$ cat src/rtl/tx_framer.sv
// tx_framer: frames link-layer bytes as STP/SDP + payload + END, fills gaps with IDL.
// Periodic SKP runs at packet boundaries are built only when TX_FRAMER_SKP_INSERT_EN is defined.
module tx_framer #(
  parameter int SKP_INTERVAL = 64,
  parameter int SKP_LEN      = 4
) (
  input  logic       clk,
  input  logic       reset_L,
  input  logic       enb,
  input  logic       pkt_valid,
  input  logic       pkt_type,
  input  logic [7:0] pkt_data,
  input  logic       pkt_last,
  output logic       pkt_ready,
  output logic [7:0] data,
  output logic [3:0] S,
  output logic       busy,
  output logic       err_underrun
);

  localparam logic [3:0] SYM_DATA = 4'b0000;
  localparam logic [3:0] SYM_STP  = 4'b0100;
  localparam logic [3:0] SYM_SDP  = 4'b0101;
  localparam logic [3:0] SYM_END  = 4'b0110;
  localparam logic [3:0] SYM_IDL  = 4'b1001;

  if (SKP_INTERVAL < 8 || SKP_INTERVAL > 255 || SKP_LEN < 2 || SKP_LEN > 15) begin : g_bad_param
    $error("tx_framer: SKP_INTERVAL must be 8..255 and SKP_LEN 2..15");
  end

`ifdef TX_FRAMER_SKP_INSERT_EN
  typedef enum logic [1:0] {ST_IDLE, ST_PAYLOAD, ST_END, ST_SKP} state_e;
`else
  typedef enum logic [1:0] {ST_IDLE, ST_PAYLOAD, ST_END} state_e;
`endif

  state_e     state_q, state_d;
  logic [3:0] s_q, s_d;
  logic [7:0] data_q, data_d;
  logic       busy_q, busy_d;
  logic       err_q, err_d;

`ifdef TX_FRAMER_SKP_INSERT_EN
  localparam logic [3:0] SYM_SKP = 4'b0011;
  localparam logic [7:0] TMR_MAX = 8'(SKP_INTERVAL - 1);
  localparam logic [3:0] RUN_LEN = 4'(SKP_LEN);

  logic [7:0] tmr_q, tmr_d;
  logic       due_q, due_d;
  logic [3:0] run_q, run_d;
  logic       skp_hold;
  logic       skp_fire;

  assign skp_hold = (state_q == ST_SKP) && (run_q != RUN_LEN);
`endif

  // NOTE: every always_comb output gets a default first so no path leaves it unassigned (no latch).
  always_comb begin
    state_d = state_q;
    s_d     = s_q;
    data_d  = data_q;
    err_d   = err_q;
`ifdef TX_FRAMER_SKP_INSERT_EN
    skp_fire = 1'b0;
`endif
    if (enb) begin
      data_d = 8'h00;
      case (state_q)
        ST_PAYLOAD: begin
          s_d = SYM_DATA;
          if (pkt_valid) begin
            data_d = pkt_data;
            if (pkt_last) state_d = ST_END;
          end else begin
            err_d = 1'b1;
          end
        end
        ST_END: begin
          s_d     = SYM_END;
          state_d = ST_IDLE;
        end
        default: begin
          state_d = ST_IDLE;
          if (pkt_valid) begin
            s_d     = pkt_type ? SYM_SDP : SYM_STP;
            state_d = ST_PAYLOAD;
          end else begin
            s_d = SYM_IDL;
          end
`ifdef TX_FRAMER_SKP_INSERT_EN
          // A completed SKP run falls through to the IDLE decision above.
          if (skp_hold) begin
            s_d     = SYM_SKP;
            state_d = ST_SKP;
          end else if (due_q) begin
            s_d      = SYM_SKP;
            state_d  = ST_SKP;
            skp_fire = 1'b1;
          end
`endif
        end
      endcase
    end
    busy_d = (state_d != ST_IDLE);
  end

`ifdef TX_FRAMER_SKP_INSERT_EN
  // The interval timer is paused for the whole SKP run, so idle spacing is SKP_INTERVAL + SKP_LEN.
  always_comb begin
    tmr_d = tmr_q;
    due_d = due_q;
    run_d = run_q;
    if (enb) begin
      if (skp_fire) begin
        tmr_d = 8'h00;
        due_d = 1'b0;
        run_d = 4'd1;
      end else if (state_q == ST_SKP) begin
        if (skp_hold) run_d = run_q + 4'd1;
      end else if (tmr_q != TMR_MAX) begin
        tmr_d = tmr_q + 8'd1;
        due_d = (tmr_q == TMR_MAX - 8'd1);
      end
    end
  end

  always_ff @(posedge clk or negedge reset_L) begin
    if (!reset_L) begin
      tmr_q <= 8'h00;
      due_q <= 1'b0;
      run_q <= 4'd0;
    end else begin
      tmr_q <= tmr_d;
      due_q <= due_d;
      run_q <= run_d;
    end
  end
`endif

  // NOTE: sequential state uses non-blocking assignments so every flop samples pre-edge values.
  always_ff @(posedge clk or negedge reset_L) begin
    if (!reset_L) begin
      state_q <= ST_IDLE;
      s_q     <= SYM_IDL;
      data_q  <= 8'h00;
      busy_q  <= 1'b0;
      err_q   <= 1'b0;
    end else begin
      state_q <= state_d;
      s_q     <= s_d;
      data_q  <= data_d;
      busy_q  <= busy_d;
      err_q   <= err_d;
    end
  end

  assign pkt_ready    = enb && (state_q == ST_PAYLOAD);
  assign data         = data_q;
  assign S            = s_q;
  assign busy         = busy_q;
  assign err_underrun = err_q;

endmodule

$ cat config.mk
export PLATFORM = sky130hd
export DESIGN_NAME = tx_framer
export DESIGN_NICKNAME = d
export VERILOG_FILES = /design/src/rtl/tx_framer.sv
export SDC_FILE = /design/constraint.sdc
export NUM_CORES = 1
export LEC_CHECK = 0
export ABC_AREA = 1
export BUFFER_PORTS_ARGS = -buffer_cell sky130_fd_sc_hd__clkbuf_2
export CAP_MARGIN = 20
export CORE_MARGIN = 10
export CORE_UTILIZATION = 45
export DETAILED_ROUTE_END_ITERATION = 8
export MAX_ROUTING_LAYER = met4
export PLACE_DENSITY_LB_ADDON = 0.05
export SKIP_LAST_GASP = 1
export SYNTH_ARGS = -nofsm -noshare
export SYNTH_HDL_FRONTEND = slang
export SYNTH_SLANG_ARGS = --single-unit
$ cat constraint.sdc
create_clock -name clk -period 1.4 [get_ports clk]
set_input_delay 0.21 -clock clk [delete_from_list [all_inputs] [get_ports clk]]
set_output_delay 0.21 -clock clk [all_outputs]
set_load 0.1 [all_outputs]
# After elaboration in Yosys (flattened, before gate mapping)
# Cells that the tools add are included.
# Widths: inputs -> output; s select.
[op_classes]
eq_ne = 2
n_mux = 10
bitwise_logic = 1
n_reduce_logical = 3
[op_table]
columns = ["op", "n"]
rows = [
  ["$mux 8", 2],
  ["$pmux 4 s2", 1],
  ["$mux 2", 3],
  ["$mux 4", 1],
  ["$pmux 2 s2", 1],
  ["$reduce_and 3->1", 1],
  ["$eq 2x1->1 const B", 1],
  ["$eq 2x2->1 const B", 1],
  ["$mux 1", 2],
  ["$reduce_bool 2->1", 1],
  ["$logic_and 1x1->1", 1],
  ["$not 1->1", 1],
]
[totals]
register_bits = 16
input_bits = 14
out_inout_bits = 15

# Depth between registers and ports, before layout
[logic_depth]
ltp_word = 5
ltp_mapped = 7

# Least setup slack after synthesis
# Ideal clock, no wire load.
[synth_timing]
path_kind = "reg2out"
start = "register state_q[1]"
end = "output pkt_ready"
arrival_time_ns = 1.225
t_required_ns = 1.190
path_slack_ns = -0.035
stages_incl_launch_ff = 5
path_buffers = 0
cell_sequence = "dfrtp_1 -> inv_1 -> ha_1 -> nand2_1 -> inv_1"
[synth_via]
elab_chain_len = 2
[synth_lines]
columns = ["item", "line", "text"]
rows = [
  ["start: declaration", "37", "state_e state_q, state_d;"],
  ["start signal: assignment", "149", "state_q <= state_d;"],
  ["$eq 2x1->1", "157", "assign pkt_ready = enb && (state_q == ST_PAYLOAD);"],
  ["$logic_and 1x1->1", "157", ""],
  ["end: declaration", "14", "output logic pkt_ready,"],
]
# No other way between the ends.

# Worst setup path after layout
[layout_timing]
start = "register state_q[0]"
end = "output pkt_ready"
# Same word-level chain as after synthesis.

==> flow_summary_export.csv <==
group,metric,value,unit
hold_path,hp-class,"in -> reg",
placed_design,placedInstanceArea,966,um2
synth,synth.yosys.seq_area_share,53.9,%
power,swShare,43.5,%
power,clockPowerShare,19.3,%
power,combPwrFrac,44.9,%
critical_path,required,1190,ps
cts,cts_sinks,16,
synth,syn_nets,96,
power,power,0.00156,W
power,p_switching,0.000677,W
critical_path,regToRegSetupSlack,50,ps
synth,syn-instance-count,79,
route,ant_nets,0,
sta,period_share,101,%
global_route,grt_pass1_wl,2860,um
global_route,grt_usage,10.3,%
route,initialDrtViolationCount,15,
layout,area_delta_synth_final,44.4,%
placed_design,place_congestion,0.747,
floorplan,row_count,14,
sta,holdWs,143,ps
layout,drive_above_1_share,47.4,%
cts,htree_levels,1,
sta,rsz0062_at_grt,"true",
floorplan,ios,29,
critical_path,cp_max_fo,2,
power,pwr-share-seq,35.7,%
floorplan,dieArea,3690,um2
status,violations,"setup timing",
sta,fmaxAchievable,706,MHz
floorplan,core,1540,um2
synth,ys_ff_latch,16,
cts,cts_buffers,3,
sta,setup-tns-final,-16.5,ps
cts,path_clk_slew,90,ps
sta,max_slew_margin,74.6,%
synth,ys_warn_count,0,
sta,drv_slew,0,
floorplan,die_width,60.7,um
placed_design,portBuffers,28,
route,vias_per_cell,4.75,
sta,setup_viol,1,
floorplan,die_y,60.7,um
power,powerDensity,1440,nW/um2
synth,avgSynthCellArea,9.46,um2
cts,cts_root_buffer,"clkbuf_4",
route,wire_per_inst,13.5,um
synth,synth_cell_types,19,
power,ir_drop,828,uV
critical_path,worstSetupStartpointType,"flip-flop",
cts,clockBufferDepth,2,
sta,setup_ws,-16.5,ps
critical_path,setup.worst_path.end_class,"primary output",
route,totalWireLength,1760,um
power,internal_power,0.000879,W
synth,synth_area,747,um2
global_route,antenna_found_initial,0,
critical_path,worstPathArrival,1210,ps
cts,insertion_delay,280,ps
sta,hold_viol_final,0,
sta,min_period,1420,ps
critical_path,crit_type,"reg -> out",
route,drtPass1Iterations,4,
placed_design,hpwl,1320,um
layout,antenna-diode-count,0,
global_route,grt_overflow_total,0,
route,route.detailed.drc,0,
sta,worst_pin_slew,381,ps
cts,cts_tree,"done",
global_route,grt_pass1_vias,622,
status,status,"complete, but fails checks",
layout,fin_area,1080,um2
floorplan,initial_utilization,48.5,%
job,cap_viol_max_count,0,
sta,fin_skew,0.460,ps
power,power_leakage,0.599,nW
global_route,grt_start_max_net_pins,17,
layout,final_nets,132,
route,via_count,618,
-- final cells by class --
class	instances	area, um2
tap	16	20.0
multi-input combinational	51	312
clock buffer	4	36.3
inverter	9	45.0
timing repair buffer	34	263
fill	133	463
sequential	16	403
-- critical path: stages, from the launching register on --
cell	delay [ps]
dfrtp_1	420
ha_4	180
nand2_4	60
clkinvlp_4	90
buf_12	170
-- flip-flops by register name, summed over array words and instances, names as in the netlist --
| name | cells |
|---|---|
| data | 8 |
| S | 4 |
| err_underrun | 1 |
| busy | 1 |
| state_q | 2 |
-- per-stage QoR --
step / std cells / utilization (%) / worst slack, ps
after global routing: 130 / 70.0 / -67.8
final: 130 / 70.0 / -16.5
after detailed placement: 121 / 62.7 / 117
after global placement: 121 / 62.7 / 170
after floorplan: 79 / - / 102
after CTS: 129 / 68.4 / -36.4
-- placed cells by master, fill, tap and decap left out --
| master | instances |
|---|---|
| nand2_4 | 2 |
| nand3_1 | 10 |
| nand3_2 | 1 |
| dlygate4sd3_1 | 1 |
| o211ai_2 | 1 |
| clkbuf_4 | 3 |
| a21oi_2 | 1 |
| ha_4 | 2 |
| clkinvlp_4 | 1 |
| dfstp_2 | 2 |
| buf_12 | 3 |
| clkbuf_8 | 1 |
| nand2_2 | 2 |
| inv_2 | 2 |
| clkbuf_2 | 13 |
| buf_4 | 17 |
| ha_1 | 1 |
| clkinv_4 | 1 |
| dfrtp_1 | 14 |
| o31ai_2 | 1 |
| nand2_1 | 27 |
| o21ai_1 | 2 |
| inv_1 | 4 |
| a31o_1 | 1 |
| inv_4 | 1 |
-- kinds of logic (layout without fill, tap and decap cells) --
kind of cell | after synthesis | in the layout | synth area share (%)
flip-flops | 16 | 16 | 53.9
AND/OR/NAND/NOR | 42 | 42 | 25.3
buffers and inverters | 12 | 47 | 9.21
AO/OA/AOI/OAI | 6 | 6 | 6.53
adder cells (fa/ha/maj) | 3 | 3 | 5.03
-- per-layer routing --
metal | vias up | routed length (um) | global-route usage [%]
met5 | - | 0 | -
met4 | 0 | 14 | 2.82
met3 | 2 | 133 | 3.76
met2 | 19 | 819 | 15.1
met1 | 273 | 789 | 13.0
li1 | 324 | - | -
-- power by group through the flow --
stage,combinational (W),clock (W),sequential (W)
after floorplan,0.000149,0,0.000880
after global placement,0.000643,0,0.000562
after detailed placement,0.000647,0,0.000564
after CTS,0.000678,0.000310,0.000555
after global routing,0.000738,0.000326,0.000562
final,0.000700,0.000301,0.000556
-- path summary, 6_finish.rpt --
check,endpoint,cells after the start,start
worst max-delay path,pkt_ready,4,state_q[0]
worst min-delay path,data[3],3,pkt_data[3]
worst max register to register,busy,8,state_q[0]
worst min register to register,S[1],2,S[1]
max in group asynchronous,S[3],2,reset_L
min in group asynchronous,S[2],2,reset_L
-- cell usage after synthesis (all sizes together) --
cell type  count  share of area, %
a31o           1               1.2
dfrtp         14                47
clkinv         1               1.2
o31ai          1               1.7
o211ai         1               1.7
buf            3               3.7
a21oi          1              0.67
inv            8               4.4
nand3         11               8.0
o21ai          2               1.3
ha             3               5.0
dfstp          2               7.0
nand2         31                17
-- what timing repair did --
item | CTS | global route
hold endpoints to repair | 14 | 0
endpoints found under the setup margin | 1 | 5
hold buffers | 1 | 0
gates resized for setup | 5 | 3
setup buffers | 3 | 1
pin swaps | 1 | 3
gates cloned | 0 | 0
Power figures use the tool's default switching activity.
